--- src/rtl/mu0_pkg.sv ---
// Shared protocol byte codes and controller state encoding for the MU0 host command link.
package mu0_pkg;

    localparam logic [7:0] CMD_PING  = 8'h70; // 'p'
    localparam logic [7:0] CMD_READ  = 8'h72; // 'r'
    localparam logic [7:0] CMD_WRITE = 8'h77; // 'w'
    localparam logic [7:0] CMD_EXEC  = 8'h78; // 'x'
    localparam logic [7:0] CMD_STAT  = 8'h73; // 's'

    localparam logic [7:0] RSP_PING  = 8'h50; // 'P'
    localparam logic [7:0] RSP_OK    = 8'h4B; // 'K'
    localparam logic [7:0] RSP_EXEC  = 8'h58; // 'X'
    localparam logic [7:0] RSP_RUN   = 8'h2B; // '+'
    localparam logic [7:0] RSP_STOP  = 8'h2D; // '-'
    localparam logic [7:0] RSP_UNK   = 8'h3F; // '?'
    localparam logic [7:0] RSP_BUSY  = 8'h21; // '!'

    typedef enum logic [3:0] {
        ST_IDLE,
        ST_REPLY,
        ST_RX_HI,
        ST_RX_LO,
        ST_WRITE,
        ST_RD_REQ,
        ST_RD_WAIT,
        ST_TX_HI,
        ST_TX_LO
    } state_e;

endpackage

--- src/rtl/host_cmd_ctrl_tx_sched.sv ---
// UART transmit scheduler: fires tx_start in the same cycle as a request when the transmitter is idle.
// Never fires on consecutive cycles; tx_data holds the last sent byte until the next start.
module host_cmd_ctrl_tx_sched (
    input  logic       clk_i,
    input  logic       rst_n_i,
    input  logic       req_i,
    input  logic [7:0] byte_i,
    input  logic       tx_busy_i,
    output logic       start_o,
    output logic [7:0] tx_data_o
);

    logic       last_q;
    logic [7:0] hold_q;

    // last_q covers the one cycle before tx_busy rises after a start
    assign start_o   = req_i && !tx_busy_i && !last_q;
    assign tx_data_o = start_o ? byte_i : hold_q;

    always_ff @(posedge clk_i) begin
        if (!rst_n_i) begin
            last_q <= 1'b0;
            hold_q <= 8'h00;
        end else begin
            last_q <= start_o;
            if (start_o) begin
                hold_q <= byte_i;
            end
        end
    end

endmodule

--- src/rtl/host_cmd_ctrl.sv ---
// Host command controller: decodes UART command bytes into program RAM load/dump, CPU start and status replies.
// One byte per accepted command; replies and dump bytes wait on tx_busy, bytes arriving outside IDLE/RX_HI/RX_LO are dropped.
module host_cmd_ctrl
    import mu0_pkg::*;
#(
    parameter int ADDR_W    = 8,
    parameter int MEM_WORDS = 256
) (
    input  logic              clk_i,
    input  logic              rst_n_i,
    input  logic              rx_valid_i,
    input  logic [7:0]        rx_data_i,
    input  logic              tx_busy_i,
    output logic              tx_start_o,
    output logic [7:0]        tx_data_o,
    output logic [ADDR_W-1:0] mem_addr_o,
    output logic [15:0]       mem_wdata_o,
    output logic              mem_we_o,
    output logic              mem_re_o,
    input  logic [15:0]       mem_rdata_i,
    output logic              mem_grant_o,
    output logic              cpu_start_o,
    input  logic              cpu_running_i
);

    localparam logic [ADDR_W:0] LAST_ADDR = (ADDR_W+1)'(MEM_WORDS - 1);
    localparam logic [ADDR_W:0] ADDR_ONE  = {{ADDR_W{1'b0}}, 1'b1};

    state_e          state_q, state_d;
    logic [ADDR_W:0] addr_q, addr_d;
    logic [15:0]     word_q, word_d;
    logic [7:0]      reply_q, reply_d;
    logic            grant_q, grant_d;
    logic            cpu_start_q, cpu_start_d;
    logic            tx_req, tx_go;
    logic [7:0]      tx_byte;
    logic            mem_we, mem_re;

    host_cmd_ctrl_tx_sched u_tx_sched (
        .clk_i     (clk_i),
        .rst_n_i   (rst_n_i),
        .req_i     (tx_req),
        .byte_i    (tx_byte),
        .tx_busy_i (tx_busy_i),
        .start_o   (tx_go),
        .tx_data_o (tx_data_o)
    );

    always_ff @(posedge clk_i) begin
        if (!rst_n_i) begin
            state_q     <= ST_IDLE;
            addr_q      <= '0;
            word_q      <= 16'h0000;
            reply_q     <= 8'h00;
            grant_q     <= 1'b0;
            cpu_start_q <= 1'b0;
        end else begin
            state_q     <= state_d;
            addr_q      <= addr_d;
            word_q      <= word_d;
            reply_q     <= reply_d;
            grant_q     <= grant_d;
            cpu_start_q <= cpu_start_d;
        end
    end

    always_comb begin
        state_d     = state_q;
        addr_d      = addr_q;
        word_d      = word_q;
        reply_d     = reply_q;
        grant_d     = grant_q;
        cpu_start_d = 1'b0;
        tx_req      = 1'b0;
        tx_byte     = reply_q;
        mem_we      = 1'b0;
        mem_re      = 1'b0;

        case (state_q)
            ST_IDLE: begin
                if (rx_valid_i) begin
                    state_d = ST_REPLY;
                    case (rx_data_i)
                        CMD_PING: reply_d = RSP_PING;
                        CMD_STAT: reply_d = cpu_running_i ? RSP_RUN : RSP_STOP;
                        CMD_EXEC: begin
                            if (cpu_running_i) begin
                                reply_d = RSP_BUSY;
                            end else begin
                                reply_d     = RSP_EXEC;
                                cpu_start_d = 1'b1;
                            end
                        end
                        CMD_WRITE: begin
                            if (cpu_running_i) begin
                                reply_d = RSP_BUSY;
                            end else begin
                                state_d = ST_RX_HI;
                                addr_d  = '0;
                                grant_d = 1'b1;
                            end
                        end
                        CMD_READ: begin
                            if (cpu_running_i) begin
                                reply_d = RSP_BUSY;
                            end else begin
                                state_d = ST_RD_REQ;
                                addr_d  = '0;
                                grant_d = 1'b1;
                            end
                        end
                        default: reply_d = RSP_UNK;
                    endcase
                end
            end
            ST_REPLY: begin
                tx_req  = 1'b1;
                tx_byte = reply_q;
                if (tx_go) begin
                    state_d = ST_IDLE;
                end
            end
            ST_RX_HI: begin
                if (rx_valid_i) begin
                    word_d[15:8] = rx_data_i;
                    state_d      = ST_RX_LO;
                end
            end
            ST_RX_LO: begin
                if (rx_valid_i) begin
                    word_d[7:0] = rx_data_i;
                    state_d     = ST_WRITE;
                end
            end
            ST_WRITE: begin
                mem_we = 1'b1;
                addr_d = addr_q + ADDR_ONE;
                if (addr_q == LAST_ADDR) begin
                    reply_d = RSP_OK;
                    state_d = ST_REPLY;
                end else begin
                    state_d = ST_RX_HI;
                end
            end
            ST_RD_REQ: begin
                mem_re  = 1'b1;
                state_d = ST_RD_WAIT;
            end
            ST_RD_WAIT: begin
                word_d  = mem_rdata_i;
                state_d = ST_TX_HI;
            end
            ST_TX_HI: begin
                tx_req  = 1'b1;
                tx_byte = word_q[15:8];
                if (tx_go) begin
                    state_d = ST_TX_LO;
                end
            end
            ST_TX_LO: begin
                tx_req  = 1'b1;
                tx_byte = word_q[7:0];
                if (tx_go) begin
                    addr_d  = addr_q + ADDR_ONE;
                    state_d = (addr_q == LAST_ADDR) ? ST_IDLE : ST_RD_REQ;
                end
            end
            default: state_d = ST_IDLE;
        endcase

        if (state_d == ST_IDLE) begin
            grant_d = 1'b0;
        end
    end

    assign tx_start_o  = tx_go;
    assign mem_addr_o  = addr_q[ADDR_W-1:0];
    assign mem_wdata_o = word_q;
    assign mem_we_o    = mem_we;
    assign mem_re_o    = mem_re;
    assign mem_grant_o = grant_q;
    assign cpu_start_o = cpu_start_q;

endmodule

--- config.mk ---
export PLATFORM = sky130hd
export DESIGN_NAME = host_cmd_ctrl
export DESIGN_NICKNAME = d
export VERILOG_FILES = /design/src/rtl/mu0_pkg.sv /design/src/rtl/host_cmd_ctrl_tx_sched.sv /design/src/rtl/host_cmd_ctrl.sv
export SDC_FILE = /design/constraint.sdc
export NUM_CORES = 1
export LEC_CHECK = 0
export CAP_MARGIN = 15
export CORE_MARGIN = 2
export CORE_UTILIZATION = 35
export DETAILED_ROUTE_END_ITERATION = 10
export GPL_TIMING_DRIVEN = 0
export PLACE_DENSITY = 0.6
export SLEW_MARGIN = 5
export SYNTH_ARGS = -nofsm -noshare
export SYNTH_HDL_FRONTEND = slang
export SYNTH_SLANG_ARGS = --single-unit
--- constraint.sdc ---
create_clock -name clk_i -period 3.3 [get_ports clk_i]
set_input_delay 0.66 -clock clk_i [delete_from_list [all_inputs] [get_ports clk_i]]
set_output_delay 0.66 -clock clk_i [all_outputs]
set_load 0.005 [all_outputs]
==> flow_metrics.env, run 1 <==
export IMPL_status="completed"
export IMPL_synth_area_leader_cell="sky130_fd_sc_hd__dfxtp_1"
export IMPL_max_cap_violations=0
export IMPL_grtUsageTotal_pct=19.5
export IMPL_path_clk_slew_ns=0.09
export IMPL_worstHoldPathType="reg -> reg"
export IMPL_synth_area_top_cells="sky130_fd_sc_hd__dfxtp_1 37%, sky130_fd_sc_hd__mux2i_1 6.3%, sky130_fd_sc_hd__nor2_1 6.1%, sky130_fd_sc_hd__a211oi_1 5.3%, sky130_fd_sc_hd__nand2_1 3.6%"
export IMPL_global_route_overflow_total=0
export IMPL_rsz0062_at_grt="false"
export IMPL_power_clock_fraction_pct=31.7
export IMPL_die_height_um=89.1
export IMPL_synth_top_area_share_pct=37.1
export IMPL_power_density_nw_per_um2=323
export IMPL_distinct_cell_type_count_of_the_synthesized_netlist=51
export IMPL_detailroute_wirelength_met2_um=3670
export IMPL_synth_seq_area_share_pct=37.1
export IMPL_worst_slew_pin_transition_ns=0.595
export IMPL_crit_path_start="tx_busy_i"
export IMPL_power_share_switching_pct=26.8
export IMPL_via_count=2527
export IMPL_reg2reg_depth=6
export IMPL_io_pin_count=66
export IMPL_critical_path_max_fanout=6
export IMPL_power_share_combinational_pct=14.6
export IMPL_power_total_mw=1.10
export IMPL_worst_setup_path_start_kind="primary input"
export IMPL_leak_nw=1.26
export IMPL_detail_route_wl_per_cell_um=16.3
export IMPL_final_hold_worst_slack_ns=0.496
export IMPL_cts_buffers_inserted=5
export IMPL_die_area_um2=7940
export IMPL_drt_total_wl_um=7710
export IMPL_share_seq_of_total_power_pct=53.6
export IMPL_post_synthesis_register_bit_count=47
export IMPL_postSynthAreaPerCell_um2=8.32
export IMPL_hpwl_um=5880
export IMPL_slew_violations=0
export IMPL_layout_area_overhead_vs_synth_pct=34.2
export IMPL_timing_final_hold_violations=0
export IMPL_setup_viol=0
export IMPL_die_w_um=89.1
export IMPL_max_vdd_ir_drop_v=0.000157
export IMPL_clk_root_buffer_cell="sky130_fd_sc_hd__clkbuf_8"
export IMPL_postSynth_asyncResetShare_pct=0
export IMPL_antenna_cells=0
export IMPL_dr_max_layer_used="met4"
export IMPL_antenna_found_initial=0
export IMPL_final_worst_path_period_need_ns=3.12
export IMPL_finish_net_count=406
export IMPL_design_core_area_um2=7140
export IMPL_finClkSkew_ns=0.00831
export IMPL_io_buffers=62
export IMPL_layout_drive_gt1_share_pct=8.27
export IMPL_firstDrtPassIters=4
export IMPL_synth_edff_count=0
export IMPL_clkLatencyLatePin_ns=0.31
export IMPL_ant_nets=0
export IMPL_drc_errors=0
export IMPL_synthMostInstantiatedCell="sky130_fd_sc_hd__dfxtp_1"
export IMPL_routed_wl_met3_um=239
export IMPL_mapped_nets=336
export IMPL_slew_headroom_pct=60.3
export IMPL_worst_ep_required_time_ns=2.64
export IMPL_maxClockFrequency_mhz=321
export IMPL_critical_path_reg2reg_startpoint="state_q[1]"
export IMPL_ctsLongestPathBuffers=2
export IMPL_rows=31
export IMPL_syn_inst=305
export IMPL_grt_pass1_vias=2319
export IMPL_initialDrtViolationCount=161
export IMPL_routedLengthMet1_um=3720
export IMPL_grt_first_pass_wirelength_um=11800
export IMPL_largest_net_degree_at_the_start_of_global_routing=15
export IMPL_ys_top_cells_by_count="47 x sky130_fd_sc_hd__dfxtp_1, 41 x sky130_fd_sc_hd__nor2_1, 24 x sky130_fd_sc_hd__nand2_1"
export IMPL_worst_path_class_setup="in -> out"
export IMPL_p_switching_mw=0.294
export IMPL_synth_ff_type="sky130_fd_sc_hd__dfxtp_1"
export IMPL_mappedNetlistArea_um2=2540
export IMPL_timing_final_crit_share_pct=94.5
export IMPL_internal_power_mw=0.805
export IMPL_clkSinkCount=47
export IMPL_synth_yosys_warnings=0
export IMPL_min_path_cells=2
export IMPL_route_detailed_vias_per_inst=5.33
export IMPL_critical_path_arrival_ns=2.46
export IMPL_clock_tree_from_tritoncts="built"
export IMPL_place_congestion=0.886
export IMPL_clock_tree_htree_level_count=2
export IMPL_critical_path_endpoint_type="output port"
export IMPL_initial_core_util_pct=35.5
export IMPL_hold_path_startpoint="addr_q[8]"
==> path summary, 6_finish.rpt <==
check	to	slack, ns
setup / recovery	tx_data_o[5]	0.18
hold reg to reg	addr_q[8]	0.50
hold / removal	addr_q[8]	0.50
setup reg to reg	reply_q[2]	1.16
==> placed cells by master, fill, tap and decap left out, drive strengths merged, types with 2 or more instances in the layout <==
| master | n |
|---|---|
| a211oi | 18 |
| a21o | 2 |
| a21oi | 11 |
| a22o | 2 |
| a22oi | 9 |
| a311oi | 10 |
| a31oi | 8 |
| and2 | 6 |
| and3 | 2 |
| and4b | 2 |
| buf | 18 |
| clkbuf | 17 |
| clkdlybuf4s50 | 60 |
| clkinv | 2 |
| dfxtp | 47 |
| dlymetal6s2s | 2 |
| ha | 2 |
| inv | 7 |
| mux2i | 16 |
| nand2 | 24 |
| nand2b | 2 |
| nand3 | 7 |
| nand4 | 3 |
| nor2 | 41 |
| nor2b | 5 |
| nor3 | 3 |
| nor3b | 2 |
| nor4 | 5 |
| o211ai | 3 |
| o21ai | 8 |
| o22ai | 4 |
| o31ai | 2 |
| or2 | 3 |
| or3 | 4 |
| xor2 | 4 |
==> cells by family (layout without fill, tap and decap cells) <==
group / Yosys count / after routing / synth area share (%)
compound gates: 86 / 86 / 24.9
xor+xnor: 5 / 5 / 1.73
fa+ha+maj: 3 / 3 / 1.38
buf+inv: 36 / 106 / 7.01
flops: 47 / 47 / 37.1
mux: 16 / 16 / 6.31
simple gates: 112 / 112 / 21.6
==> sequential cells by signal, indices dropped and copies added (netlist names) <==
signal and count:
mem_wdata_o 16, reply_q 7, addr_q 9, u_tx_sched.hold_q 8, state_q 4, u_tx_sched.last_q 1, cpu_start_o 1, mem_grant_o 1
==> area by class of cell <==
type / instances / area [um^2]
Clock inverter: 2 / 13.8
Clock buffer: 5 / 68.8
Sequential cell: 47 / 941
Buffer: 28 / 153
Inverter: 7 / 26.3
Multi-Input combinational cell: 222 / 1440
Timing Repair Buffer: 64 / 641
Tap cell: 99 / 124
Fill cell: 739 / 3730
==> power groups by stage <==
stage                     Clock (mW)  Sequential (mW)  Combinational, mW
after detailed placement           0            0.603              0.157
final                          0.349            0.590              0.161
after global placement             0            0.603              0.157
after CTS                      0.353            0.590              0.161
after floorplan                    0            0.599             0.0772
after global routing           0.375            0.591              0.174
==> worst max-delay path: stages <==
cell and delay (ns):
sky130_fd_sc_hd__clkdlybuf4s50_1 0.46, sky130_fd_sc_hd__or2_4 0.31, sky130_fd_sc_hd__nor2_4 0.12, sky130_fd_sc_hd__buf_4 0.14, sky130_fd_sc_hd__nor2_1 0.05, sky130_fd_sc_hd__a31oi_1 0.17
sky130_fd_sc_hd__clkdlybuf4s50_1 0.54
==> layer usage <==
layer,GRT usage [%],vias up
met5,0,-
met4,4.88,0
met3,2.86,6
met2,31.7,48
met1,27.2,1217
li1,-,1256
==> per-stage QoR <==
step	utilization (%)	cell area, um^2	worst slack, ns	setup TNS, ns	instances
floorplan	-	2540	0.825	0	305
detailed placement	46.0	3280	-0.436	-3.27	466
CTS	47.6	3390	0.0299	0	474
finish	47.7	3400	0.181	0	474
global placement	46.0	3280	-0.436	-3.36	466
global route	47.7	3400	0.00810	0	474
==> repair_timing <==
item / in CTS / in global routing
pin swaps: 1 / 0
setup buffers: 2 / 0
hold buffers: 0 / 0
endpoints found under the hold margin: 0 / 0
setup endpoints to repair: 9 / 8
resized for setup: 6 / 5
No activity file was read; power rests on OpenSTA's default activity.
==> run 2: changes to the inputs <==
Settings changed: CORE_MARGIN 2 to 4.
==> run 2 against run 1 <==
Against the previous run: wire length up 5.1%; first-iteration DRC count up 3.7%; global-route usage down 0.27 points; count of clock-buffer cells in the layout is 1 higher; non-clock buffer count rose by 2; utilization is 2.5 points higher; die area up 9.2%; largest cell class unchanged; largest power group unchanged.
==> flow_metrics.env, run 2 (synthesized netlist as in run 1, its figures left out) <==
export IMPL_maxClockFrequency_mhz=315
export IMPL_finish_net_count=408
export IMPL_die_height_um=93.1
export IMPL_largest_reg_flops=16
export IMPL_rsz0062_at_grt="false"
export IMPL_drc_errors=0
export IMPL_crit_buf_inv=3
export IMPL_io_buffers=62
export IMPL_critical_path_max_fanout=10
export IMPL_clock_tree_htree_level_count=2
export IMPL_crit_chain="clkdlybuf4s50_1, or2_4, nor2_4, buf_6, nor2_1, a31oi_1, clkdlybuf4s50_1"
export IMPL_rows=30
export IMPL_die_w_um=93.1
export IMPL_initial_core_util_pct=36.7
export IMPL_share_seq_of_total_power_pct=46.9
export IMPL_post_route_util_pct=50.2
export IMPL_detail_route_wl_per_cell_um=17.1
export IMPL_p_switching_mw=0.292
export IMPL_die_area_um2=8670
export IMPL_finClkSkew_ns=0.0119
export IMPL_worst_ep_required_time_ns=2.64
export IMPL_layout_area_overhead_vs_synth_pct=36.7
export IMPL_final_setup_tns_ns=0
export IMPL_max_vdd_ir_drop_v=0.000200
export IMPL_io_pin_count=66
export IMPL_antenna_found_initial=0
export IMPL_clk_root_buffer_cell="sky130_fd_sc_hd__clkbuf_8"
export IMPL_clock_tree_from_tritoncts="built"
export IMPL_slew_violations=0
export IMPL_critical_path_cell_count=7
export IMPL_leak_nw=1.27
export IMPL_timing_final_hold_violations=0
export IMPL_timing_final_crit_share_pct=96.1
export IMPL_design_core_area_um2=6910
export IMPL_worst_slew_pin_transition_ns=0.601
export IMPL_slew_headroom_pct=59.4
export IMPL_cp_slowest_stage_delay_ns=0.54
export IMPL_place_congestion=0.833
export IMPL_grtUsageTotal_pct=19.2
export IMPL_crit_path_start="tx_busy_i"
export IMPL_ctsLongestPathBuffers=2
export IMPL_power_clock_fraction_pct=40.0
export IMPL_drt_total_wl_um=8100
export IMPL_critical_path_endpoint_type="output port"
export IMPL_reg2reg_depth=6
export IMPL_worstReg2RegEnd="reply_q[3]"
export IMPL_final_worst_path_period_need_ns=3.17
export IMPL_path_clk_slew_ns=0.09
export IMPL_max_cap_violations=0
export IMPL_global_route_overflow_total=0
export IMPL_crit_top_cell="sky130_fd_sc_hd__clkdlybuf4s50_1"
export IMPL_power_share_switching_pct=23.2
export IMPL_worst_setup_path_start_kind="primary input"
export IMPL_internal_power_mw=0.965
export IMPL_layout_drive_gt1_share_pct=9.26
export IMPL_power_density_nw_per_um2=363
export IMPL_cp_slowest_cell="sky130_fd_sc_hd__clkdlybuf4s50_1"
export IMPL_firstDrtPassIters=4
export IMPL_setup_viol=0
export IMPL_clkLatencyLatePin_ns=0.30
export IMPL_reg2reg_setup_slack_ns=1.20
export IMPL_grt_pass1_vias=2491
export IMPL_clkSinkCount=47
export IMPL_route_detailed_vias_per_inst=5.37
export IMPL_cts_buffers_inserted=5
export IMPL_hold_path_startpoint="addr_q[8]"
export IMPL_critical_path_arrival_ns=2.51
export IMPL_initialDrtViolationCount=167
export IMPL_largest_net_degree_at_the_start_of_global_routing=15
export IMPL_cell_family_with_most_cp_delay="buffers and inverters"
export IMPL_final_common_cell="sky130_fd_sc_hd__clkdlybuf4s50_1"
export IMPL_critical_path_reg2reg_startpoint="state_q[1]"
export IMPL_worst_path_class_setup="in -> out"
export IMPL_grt_first_pass_wirelength_um=13200
export IMPL_hpwl_um=6170
export IMPL_endpoint="tx_data_o[2]"
export IMPL_worstHoldPathType="reg -> reg"
export IMPL_final_cell_mix="62 x sky130_fd_sc_hd__clkdlybuf4s50_1, 47 x sky130_fd_sc_hd__dfxtp_1, 40 x sky130_fd_sc_hd__nor2_1, 24 x sky130_fd_sc_hd__nand2_1, 18 x sky130_fd_sc_hd__a211oi_1"
export IMPL_via_count=2546
export IMPL_status="completed"
export IMPL_final_hold_worst_slack_ns=0.498
export IMPL_ant_nets=0
export IMPL_power_share_combinational_pct=13.1
export IMPL_antenna_cells=0
## run 2: power groups by stage
stage	combinational [mW]	clock (mW)	sequential (mW)
6_report	0.164	0.503	0.590
3_3_place_gp	0.157	0	0.603
3_5_place_dp	0.157	0	0.603
4_1_cts	0.162	0.508	0.590
5_1_grt	0.180	0.524	0.591
2_1_floorplan	0.0772	0	0.599
## run 2: timing repair
action / in CTS / in global routing
hold buffers: 0 / 0
setup endpoints to repair: 9 / 9
cloned: 0 / 0
pin swaps: 1 / 0
resized for setup: 6 / 8
buffers inserted: 4 / 0
## run 2: metal layers
layer  wire [um]  GRT usage, %
met1        4030          28.6
met2        3660          29.6
met3         352          2.57
met4          59          4.03
met5           0             0
## run 2: layout make-up
cell class                 count  area (um^2)
timing repair buffer          66          651
multi-input combinational    222         1440
clock buffer                   6         72.6
buffer                        28          159
tap                           96          120
sequential                    47          941
fill                         692         3440
inverter                       7         26.3
clock inverter                 2         60.1
## run 2: worst min path at each step
stage | end | cells after the start | slack (ns)
floorplan | addr_q[8] | 2 | 0.47
global placement | addr_q[8] | 2 | 0.48
detailed placement | addr_q[8] | 2 | 0.48
CTS | addr_q[8] | 2 | 0.50
global route | addr_q[8] | 2 | 0.53
finish | addr_q[8] | 2 | 0.50
## run 2: tightest hold or removal path: stages, from the launching register on
cell and delay (ns):
sky130_fd_sc_hd__dfxtp_1 0.31, sky130_fd_sc_hd__inv_1 0.06, sky130_fd_sc_hd__o32ai_1 0.08
## run 2: per-stage QoR
| stage | total power [mW] | instance area (um^2) | worst slack, ns | cells |
|---|---|---|---|---|
| 5_1_grt | 1.30 | 3470 | 0.00602 | 474 |
| 3_3_place_gp | 0.760 | 3280 | -0.422 | 463 |
| 4_1_cts | 1.26 | 3450 | 0.00401 | 474 |
| 2_1_floorplan | 0.677 | 2540 | 0.825 | 305 |
| 6_report | 1.26 | 3470 | 0.128 | 474 |
| 3_5_place_dp | 0.761 | 3280 | -0.451 | 463 |
==> variant (flow settings as in run 1) <==
Encoding of `state_e`: now one-hot (9 bits for 9 states).
--- a/src/rtl/mu0_pkg.sv
+++ b/src/rtl/mu0_pkg.sv
@@ -15,16 +15,16 @@
     localparam logic [7:0] RSP_UNK   = 8'h3F; // '?'
     localparam logic [7:0] RSP_BUSY  = 8'h21; // '!'
 
-    typedef enum logic [3:0] {
-        ST_IDLE,
-        ST_REPLY,
-        ST_RX_HI,
-        ST_RX_LO,
-        ST_WRITE,
-        ST_RD_REQ,
-        ST_RD_WAIT,
-        ST_TX_HI,
-        ST_TX_LO
+    typedef enum logic [8:0] {
+        ST_IDLE    = 9'b000000001,
+        ST_REPLY   = 9'b000000010,
+        ST_RX_HI   = 9'b000000100,
+        ST_RX_LO   = 9'b000001000,
+        ST_WRITE   = 9'b000010000,
+        ST_RD_REQ  = 9'b000100000,
+        ST_RD_WAIT = 9'b001000000,
+        ST_TX_HI   = 9'b010000000,
+        ST_TX_LO   = 9'b100000000
     } state_e;
 
 endpackage
Behaviour: same outputs for any inputs over 4 cycles, from zero or initial values and one cycle with rst_n_i low; so few cycles prove little.
==> variant against run 1 <==
  * Sequential cell count up 5
  * Worst setup slack lost 0.12 ns
  * Utilization increased by 3.5 points
  * Cell area is 17% higher
  * Wire length rose by 16%
  * Critical path depth decreased by 1
  * Non-clock buffer count is 7 higher
  * First-iteration DRC count fell by 5.0%
  * Power increased by 21%
  * Via count is 15% higher
  * Count of clock-buffer cells in the layout up 1
  * Synthesized cell count up 15%
  * Synthesized area is 11% higher
  * Critical path type is now reg2out
==> variant: results (changes against run 1) <==
| Metric | Value |
|---|---|
| Status | `finished, final reports clean (unchanged)` |
| First DRT Iteration DRCs | `153 (was 161)` |
| Wire length on met3 | `591 um (was 239 um)` |
| H-Tree Depth | `2 (unchanged)` |
| Routed met2 length | `4190 um (was 3670 um)` |
| Overall Global Routing Usage | `20.5% (was 19.5%)` |
| GRT busiest layer | `met2 (unchanged)` |
| Met3 Resource Use GR | `4.59% (was 2.86%)` |
| CTS root buf | `clkbuf_8 (unchanged)` |
| Footprint of the multi-input gates | `1780 um^2 (was 1440 um^2)` |
| First-pass GRT wire length | `14100 um (was 11800 um)` |
| Tightest Pin Transition | `0.733 ns (was 0.595 ns)` |
| Grt met2 use | `35.2% (was 31.7%)` |
| Sequential power | `0.667 mW (was 0.590 mW)` |
| Sequential fraction of the synthesis area | `37.1% (about the same)` |
| Peak VDD IR | `0.135 mV (was 0.157 mV)` |
| WP data arrival | `2.58 ns (was 2.46 ns)` |
| Critical path fanouts, max | `9 (was 6)` |
| Largest register FFs | `16 (unchanged)` |
| Comb pwr | `0.212 mW (was 0.161 mW)` |
| Worst path max stage delay | `0.45 ns (was 0.54 ns)` |
| Port bufs | `63 (was 62)` |
| NonClk Buf Share | `22.3% (was 23.3%)` |
| Sequential share of cell area | `26.4% (was 27.6%)` |
| Largest cells by area after synthesis | `dfxtp_1, a21oi_1, nor2_1 (was dfxtp_1, mux2i_1, nor2_1)` |
| Nets | `457 (was 406)` |
| Fillers | `761 (was 739)` |
| Switching Share | `26.6% (was 26.8%)` |
| Clk pin slew, worst setup/hold paths | `0.10 ns` |
| Inverter count | `6 (was 7)` |
| DRT Wirelength | `8930 um (was 7710 um)` |
| Vias in the first global route | `2782 (was 2319)` |
| Clock buffer cells | `6 (was 5)` |
| Clock buf/inv share | `2.71% (was 2.43%)` |
| Hpwl dp | `6430 um (was 5880 um)` |
| Worst Skew | `0.00755 ns (was 0.00831 ns)` |
| Sequential share of power | `50.3% (was 53.6%)` |
| Post-CTS Setup Repair Bufs | `7 (was 2)` |
| Most frequent cells after synthesis | `dfxtp_1, nor2_1, a21oi_1 (was dfxtp_1, nor2_1, nand2_1)` |
| Resized cells post-CTS | `45 (was 6)` |
| Multi-In Gates | `262 (was 222)` |
| GPL Wtd Cong | `0.886 (about the same)` |
| Vias post-DR | `2916 (was 2527)` |
| Syn_nets | `383 (was 336)` |
| Pleak | `1.54 nW (was 1.26 nW)` |
| Netlist cell types | `49 (was 51)` |
| DRT met1 WL | `3990 um (was 3720 um)` |
## variant: cell types whose count changed after synthesis, moves of 9 or more
| cell | run 1 | this run |
|---|---|---|
| a21oi_1 | 11 | 34 |
| a311oi_1 | 10 | 1 |
| o21ai_0 | 8 | 26 |
| clkbuf_1 | 13 | 22 |
| nor3_1 | 3 | 15 |
| a211oi_1 | 18 | 5 |
## variant: cell families after synthesis
group	count (synthesis)	share of synthesized area, %
AOI/OAI and AO/OA	97	21.3
xor gates and xnor gates	5	1.56
adders and majority gates	2	0.892
buffers and inverters	38	6.69
DFF	52	37.1
muxes	16	5.71
and+or+nand+nor	142	26.7
## variant: metrics by stage
step	worst slack (ns)	cell area (um^2)	cells	hold WS (ns)	utilization, %
6_report	0.0650	3970	529	0.480	51.2
5_1_grt	0.00230	3970	529	0.498	51.2
4_1_cts	0.00758	3920	527	0.481	50.5
3_5_place_dp	-0.892	3580	518	0.448	46.0
3_3_place_gp	-0.907	3560	517	0.449	45.9
2_1_floorplan	0.391	2810	352	0.430	-
## variant: critical path, delay by kind of cell (launching register included)
family                 cells  cell delay, ns
buffers and inverters      1            0.45
flip-flops                 1            0.39
AO/OA/AOI/OAI              2            0.57
AND/OR/NAND/NOR            3            0.85
## variant: worst paths after layout
kind	start	endpoint	slack (ns)	depth (start not counted)
worst max-delay path	state_q[2]$_SDFF_PN0_	tx_data_o[1]	0.06	6
worst min-delay path	addr_q[8]$_SDFFE_PN0P_	addr_q[8]$_SDFFE_PN0P_	0.48	2
worst max register to register	state_q[6]$_SDFF_PN0_	addr_q[6]$_SDFFE_PN0P_	0.71	7
worst min register to register	addr_q[8]$_SDFFE_PN0P_	addr_q[8]$_SDFFE_PN0P_	0.48	2
